[src/rtl/pipe_delay_if.sv]
// Handshake bundle for pipe_delay: stream-in controls and tapped outputs.
interface pipe_delay_if #(
  parameter int WIDTH = 8,
  parameter int TAPW  = 2
);
  logic             en;
  logic             flush;
  logic             in_valid;
  logic [WIDTH-1:0] in_data;
  logic [TAPW-1:0]  tap;
  logic [WIDTH-1:0] out_data;
  logic             out_valid;
  logic [TAPW:0]    occ;
  logic             changed;

  modport master (
    output en, flush, in_valid, in_data, tap,
    input  out_data, out_valid, occ, changed
  );

  modport slave (
    input  en, flush, in_valid, in_data, tap,
    output out_data, out_valid, occ, changed
  );
endinterface

[src/rtl/pipe_delay.sv]
// Stallable, flushable delay line with a clamped output tap, occupancy count
// and a registered "selected output changed" flag.
module pipe_delay #(
  parameter int               WIDTH   = 8,
  parameter int               DEPTH   = 4,
  parameter int               TAPW    = 2,
  parameter logic [WIDTH-1:0] RST_VAL = '0
) (
  input logic         clk,
  input logic         reset,
  pipe_delay_if.slave bus
);
  localparam int OW = TAPW + 1;

  logic [DEPTH-1:0][WIDTH-1:0] stg;
  logic [DEPTH-1:0]            vld_pipe;
  logic [WIDTH-1:0]            sel_data;
  logic [WIDTH-1:0]            prev_data;
  logic                        sel_vld;
  logic                        chg;
  logic [OW-1:0]               cnt;

  always_ff @(posedge clk or posedge reset) begin
    if (reset) begin
      stg      <= {DEPTH{RST_VAL}};
      vld_pipe <= '0;
    end else if (bus.flush) begin
      stg      <= {DEPTH{RST_VAL}};
      vld_pipe <= '0;
    end else if (bus.en) begin
      stg[0]      <= bus.in_data;
      vld_pipe[0] <= bus.in_valid;
      for (int i = 1; i < DEPTH; i++) begin
        stg[i]      <= stg[i-1];
        vld_pipe[i] <= vld_pipe[i-1];
      end
    end
  end

  // Out-of-range taps fall through to the last stage (clamp, no wrap).
  always_comb begin
    sel_data = stg[DEPTH-1];
    sel_vld  = vld_pipe[DEPTH-1];
    for (int i = 0; i < DEPTH; i++) begin
      if (32'(bus.tap) == i) begin
        sel_data = stg[i];
        sel_vld  = vld_pipe[i];
      end
    end
  end

  always_comb begin
    cnt = '0;
    for (int i = 0; i < DEPTH; i++) cnt = cnt + OW'(vld_pipe[i]);
  end

  // Tracks the selected word, so a tap switch alone can raise the flag.
  always_ff @(posedge clk or posedge reset) begin
    if (reset) begin
      prev_data <= RST_VAL;
      chg       <= 1'b0;
    end else begin
      prev_data <= sel_data;
      chg       <= (sel_data != prev_data);
    end
  end

  assign bus.out_data  = sel_data;
  assign bus.out_valid = sel_vld;
  assign bus.occ       = cnt;
  assign bus.changed   = chg;
endmodule

[src/flat_wrapper.sv]
// flat-port wrapper written by rule: the top's interface ports become plain ports
module pipe_delay_flat 
#(
  parameter int               WIDTH   = 8,
  parameter int               DEPTH   = 4,
  parameter int               TAPW    = 2,
  parameter logic [WIDTH-1:0] RST_VAL = '0
)
  (clk, reset, bus_en, bus_flush, bus_in_valid, bus_in_data, bus_tap, bus_out_data, bus_out_valid, bus_occ, bus_changed);
  pipe_delay_if #(.WIDTH(WIDTH), .TAPW(TAPW)) bus_i ();
  input logic clk;
  input logic reset;
  input wire logic [$bits(bus_i.en)-1:0] bus_en;
  input wire logic [$bits(bus_i.flush)-1:0] bus_flush;
  input wire logic [$bits(bus_i.in_valid)-1:0] bus_in_valid;
  input wire logic [$bits(bus_i.in_data)-1:0] bus_in_data;
  input wire logic [$bits(bus_i.tap)-1:0] bus_tap;
  output wire logic [$bits(bus_i.out_data)-1:0] bus_out_data;
  output wire logic [$bits(bus_i.out_valid)-1:0] bus_out_valid;
  output wire logic [$bits(bus_i.occ)-1:0] bus_occ;
  output wire logic [$bits(bus_i.changed)-1:0] bus_changed;
  assign bus_i.en = bus_en;
  assign bus_i.flush = bus_flush;
  assign bus_i.in_valid = bus_in_valid;
  assign bus_i.in_data = bus_in_data;
  assign bus_i.tap = bus_tap;
  assign bus_out_data = bus_i.out_data;
  assign bus_out_valid = bus_i.out_valid;
  assign bus_occ = bus_i.occ;
  assign bus_changed = bus_i.changed;
  pipe_delay #(.WIDTH(WIDTH), .DEPTH(DEPTH), .TAPW(TAPW), .RST_VAL(RST_VAL)) u_core (.clk(clk), .reset(reset), .bus(bus_i));
endmodule
[config.mk]
export PLATFORM = sky130hd
export DESIGN_NAME = pipe_delay_flat
export DESIGN_NICKNAME = d
export VERILOG_FILES = /design/src/rtl/pipe_delay_if.sv /design/src/rtl/pipe_delay.sv /design/src/flat_wrapper.sv
export SDC_FILE = /design/constraint.sdc
export NUM_CORES = 1
export LEC_CHECK = 0
export ABC_AREA = 1
export CAP_MARGIN = 20
export CORE_ASPECT_RATIO = 0.6
export CORE_MARGIN = 8
export CORE_UTILIZATION = 54
export CTS_CLUSTER_SIZE = 20
export DETAILED_ROUTE_END_ITERATION = 12
export GPL_ROUTABILITY_DRIVEN = 1
export PLACE_DENSITY = 0.79
export SLEW_MARGIN = 20
export SYNTH_ARGS = -nofsm -noshare
export SYNTH_HDL_FRONTEND = slang
export SYNTH_SLANG_ARGS = --single-unit
[constraint.sdc]
create_clock -name clk -period 2.15 [get_ports clk]
set_input_delay 0.645 -clock clk [delete_from_list [all_inputs] [get_ports clk]]
set_output_delay 0.645 -clock clk [all_outputs]
set_load 0.05 [all_outputs]
**Word-level counts from Yosys, hierarchy flattened**

Index checks and enable logic that the tools add are counted.

- Flip-flop bits (word level): 45

- $add $sub $neg: 3
- Equal/unequal tests: 4
- Muxes and demuxes: 12
- Reduce and logical (&&, ||, !) cells: 2

Operators with widths:

| operator | number |
|---|---|
| $mux 32 | 2 |
| $mux 8 | 4 |
| $mux 4 | 2 |
| $ne 8x8->1 | 1 |
| $add 3x1->3 | 2 |
| $eq 2x2->1 const B | 2 |
| $mux 1 | 4 |
| $add 1x1->2 | 1 |
| $eq 2x1->1 const B | 1 |
| $logic_not 2->1 | 1 |
| $reduce_bool 2->1 | 1 |

**Depth between registers and ports, before layout**

- Depth in word-level cells: 6
- Depth in mapped cells: 11

**Worst setup path after synthesis**

Ideal clock, no wire load.

- Kind: input to output
- Start point: input port bus_tap[0]
- End point: output port bus_out_valid
- Arrival time: 1.911 ns
- Path slack: -0.406 ns
- Cell stages on the path: 3
- Buffers on the path: 1
- Cells stage by stage: buf_6 > nand2_2 > o21ai_0

- Longest elaborated chain between the ends: 5

RTL lines:

| element | RTL line | text |
|---|---|---|
| from (decl) | flat_wrapper.sv:17 | `input wire logic [$bits(bus_i.tap)-1:0] bus_tap;` |
| $logic_not 2->1 | pipe_delay.sv:45 | `if (32'(bus.tap) == i) begin` |
| $mux 1 (3 in series) | pipe_delay.sv:45 |  |
| $mux 1 * | pipe_delay.sv:45 |  |
| to (decl) | flat_wrapper.sv:19 | `output wire logic [$bits(bus_i.out_valid)-1:0] bus_out_valid;` |

Every way passes the cells marked *; elsewhere a longest branch is shown, timed or not.

**Final worst setup path**

- Start point: register u_core.vld_pipe[1]
- End point: output port bus_occ[1]

- Longest elaborated chain between the ends: 3

RTL lines:

| element | RTL line | text |
|---|---|---|
| from (decl) | pipe_delay.sv:16 | `logic [DEPTH-1:0] vld_pipe;` |
| from (signal, indexed assignment) | pipe_delay.sv:35 | `vld_pipe[i] <= vld_pipe[i-1];` |
| $add 1x1->2 | pipe_delay.sv:54 | `for (int i = 0; i < DEPTH; i++) cnt = cnt + OW'(vld_pipe[i]);` |
| $add 3x1->3 (2 in series) | pipe_delay.sv:54 |  |
| to (decl) | flat_wrapper.sv:20 | `output wire logic [$bits(bus_i.occ)-1:0] bus_occ;` |

Every way passes these cells.

==> results.ini <==
[timing]
tightest_slew_ns=0.4960
rsz0062_at_grt=yes
setup_ws_ns=-0.2395
clock.fmax_mhz=418.5
max_slew_margin=0.6683
slew_violations=0
fin_crit_sh=1.111
tns_ns=-1.473
skew_ns=0.008020
setup_violations=11
finalHoldViolations=0
period_minus_slack_ns=2.389

[place]
place.port_buffers=27
gp_congestion=0.8721
place_inst=354
dp_hpwl_mm=3.968

[min_path]
holdPathEnd=u_core.stg[24]
hp-class=register to register
hold_start=u_core.stg[24]
hold_depth=2

[worst_setup_path]
timing.rr.end=u_core.bus.changed
critPathSlowestCell=dfrtp_1
r2r-start=u_core.stg[14]
cp.arrival_ns=1.74
reg2reg_slack_ns=0.20
reg2reg_depth=16
critPathKind=register to output port
startpoint=u_core.vld_pipe[1]
worst-path-max-fanout=2
critical_path.max_stage_delay_ns=0.43
cp-end-kind=output port
critPathMostFrequentCell=ha_4
path_cells=ha_4 > fa_2 > ha_4 > buf_12
cp.required_ns=1.50
worst_setup_path_start_kind=register

[synth]
syn_area_per_cell_sq_um=8.248
netlist_instances=265
netlist_area_sq_mm=0.002186
ys_seq_elements=45
ys_seq_area_frac=0.5152
yosysWarnings=0
syn_nets=283
yosysUniqueCellTypes=25

[global_route]
track_usage=0.2101
grt_pass1_vias=2208
grt_pass1_wl_mm=10.58
grt.overflow.total=0
grt_max_degree=46
grt_antenna_before_repair=0

[routing]
vias=2284
drtPass1Iterations=6
wl_per_cell_um=19.09
viasPerCell=5.856
drt_iter0_markers=220
drt_wl_total_mm=7.446
drc=0
ant_nets=0

[clock_network]
cts_sinks=45
cts-buffers-inserted=5
h-tree-depth=2
clkLatencyLatePin_ns=0.31
cts_tree=yes
clockRootBuffer=clkbuf_8
cts_hold_buf=0
cts_buffer_depth=2
clkTransAtPathRegs_ns=0.09

[die]
die_h_um=65.28
initial_utilization=0.5483
io_pins=28
die_area_sq_mm=0.006406
core_area_sq_mm=0.003986
rows=18
die_w_um=98.14

[power]
p_sw_mw=0.6599
irDropWorstVdd_v=0.0005907
combPwrFrac=0.266
power_frac_clock=0.336
switching_share=0.2892
internal_power_mw=1.622
p_per_area_mw_per_mm2=668.5
p_seq_frac=0.399
p_leak_nw=1.602

[layout]
syn2layout_area_growth_pct=56.15
diodes=0
post_route_cells_drive_above_1_share=0.3765
nets=357
final_cell_count_no_fill=390

[outcome]
status=complete, but fails checks
violations=negative setup slack

[flow_run]
drv_cap=0

-- critical path, delay by kind of cell (launching register included) --
family                     cells  cell delay, ns
adders and majority gates      3            0.88
buffers and inverters          1            0.13
DFF                            1            0.43
-- flip-flops by register name, indices dropped and copies added, names as in the netlist --
| name | flops |
|---|---|
| u_core.bus.changed | 1 |
| u_core.prev_data | 8 |
| u_core.stg | 32 |
| u_core.vld_pipe | 4 |
-- cell families after synthesis --
family / count (synthesis) / synth area share
AND/OR/NAND/NOR: 114 / 0.2353
buffers and inverters: 55 / 0.1025
AO/OA/AOI/OAI: 48 / 0.1265
adder cells (fa/ha/maj): 3 / 0.02061
flip-flops: 45 / 0.5152
-- worst max path at each step --
stage / endpoint / slack (ns)
after floorplan: bus_occ[0] / 0.02
after CTS: bus_occ[1] / -0.24
after global routing: bus_occ[1] / -0.26
after global placement: bus_out_data[5] / -0.58
final: bus_occ[1] / -0.24
after detailed placement: bus_out_data[5] / -0.63
-- per-layer routing --
metal  GRT usage  vias up  routed length [um]
li1            -     1001                   -
met5           0        -                   0
met1      0.2463     1104                3022
met2      0.3574      144                3530
met4     0.09677        0                 306
met3     0.06006       35                 588
-- stage by stage --
step / util / power [mW] / hold WS, ns / setup slack, ns / area, sq um
detailed placement: 0.6946 / 1.351 / 0.4791 / -0.6292 / 2769
floorplan: - / 1.152 / 0.4530 / 0.02411 / 2202
finish: 0.8562 / 2.282 / 0.4978 / -0.2395 / 3413
global route: 0.8562 / 2.360 / 0.5523 / -0.2648 / 3413
CTS: 0.8117 / 2.199 / 0.5000 / -0.2385 / 3236
global placement: 0.6946 / 1.341 / 0.4729 / -0.5759 / 2769
-- power groups by stage --
stage,logic [mW],registers [mW],clock network [mW]
global placement,0.422,0.918,0
floorplan,0.236,0.916,0
global route,0.642,0.913,0.806
finish,0.606,0.910,0.766
detailed placement,0.431,0.920,0
CTS,0.529,0.905,0.766
-- what timing repair did --
item | in CTS | in global routing
cloned | 1 | 0
buffers inserted | 24 | 6
gates resized for setup | 49 | 39
endpoints found under the setup margin | 12 | 13
pin swaps | 18 | 24
-- layout make-up --
cell class                      count  area [sq um]
Fill cell                         201         573.1
Clock inverter                      3         65.06
Sequential cell                    45          1126
Clock buffer                        5         68.82
Inverter                           44         167.7
Timing Repair Buffer               78         852.1
Tap cell                           50         62.56
Multi-Input combinational cell    165          1071
-- cells in the final DEF, fill, tap and decap left out, types with 2 or more instances in the layout --
cell type,Yosys,final
dfrtp_1,45,45
buf_4,0,38
nand2_1,56,37
inv_1,43,36
nand3_1,40,34
o21ai_0,32,28
nand2_2,3,17
clkdlybuf4s50_1,0,13
buf_12,0,12
buf_6,2,11
nor2_4,1,7
inv_2,1,6
nand3_2,0,6
o22ai_1,5,5
clkbuf_8,0,5
nand2_4,0,4
o21ai_4,0,4
a21oi_1,3,3
nor2_1,6,3
buf_8,0,3
o21ai_2,3,2
o21bai_1,2,2
nand3b_1,2,2
nor2_2,5,2
ha_4,0,2
bufinv_16,0,2
-- cell usage after synthesis --
cell      count  area share
fa_1          1      0.0092
buf_1         2      0.0034
nor2_2        5       0.014
nor3_1        1      0.0023
a221oi_1      1      0.0040
nor2_1        6       0.010
nor2_4        1      0.0052
inv_1        43       0.074
buf_2         2      0.0046
inv_2         1      0.0017
dfrtp_1      45        0.52
o21ai_0      32       0.073
nand3b_1      2      0.0069
clkbuf_1      5      0.0086
o31ai_1       1      0.0034
o21ai_2       3       0.012
buf_6         2       0.010
o22ai_1       5       0.014
o21bai_1      2      0.0069
a21oi_1       3      0.0069
o22ai_2       1      0.0057
ha_1          2       0.011
nand3_1      40       0.092
nand2_2       3      0.0086
nand2_1      56       0.096
No activity file was read; power rests on OpenSTA's default activity.
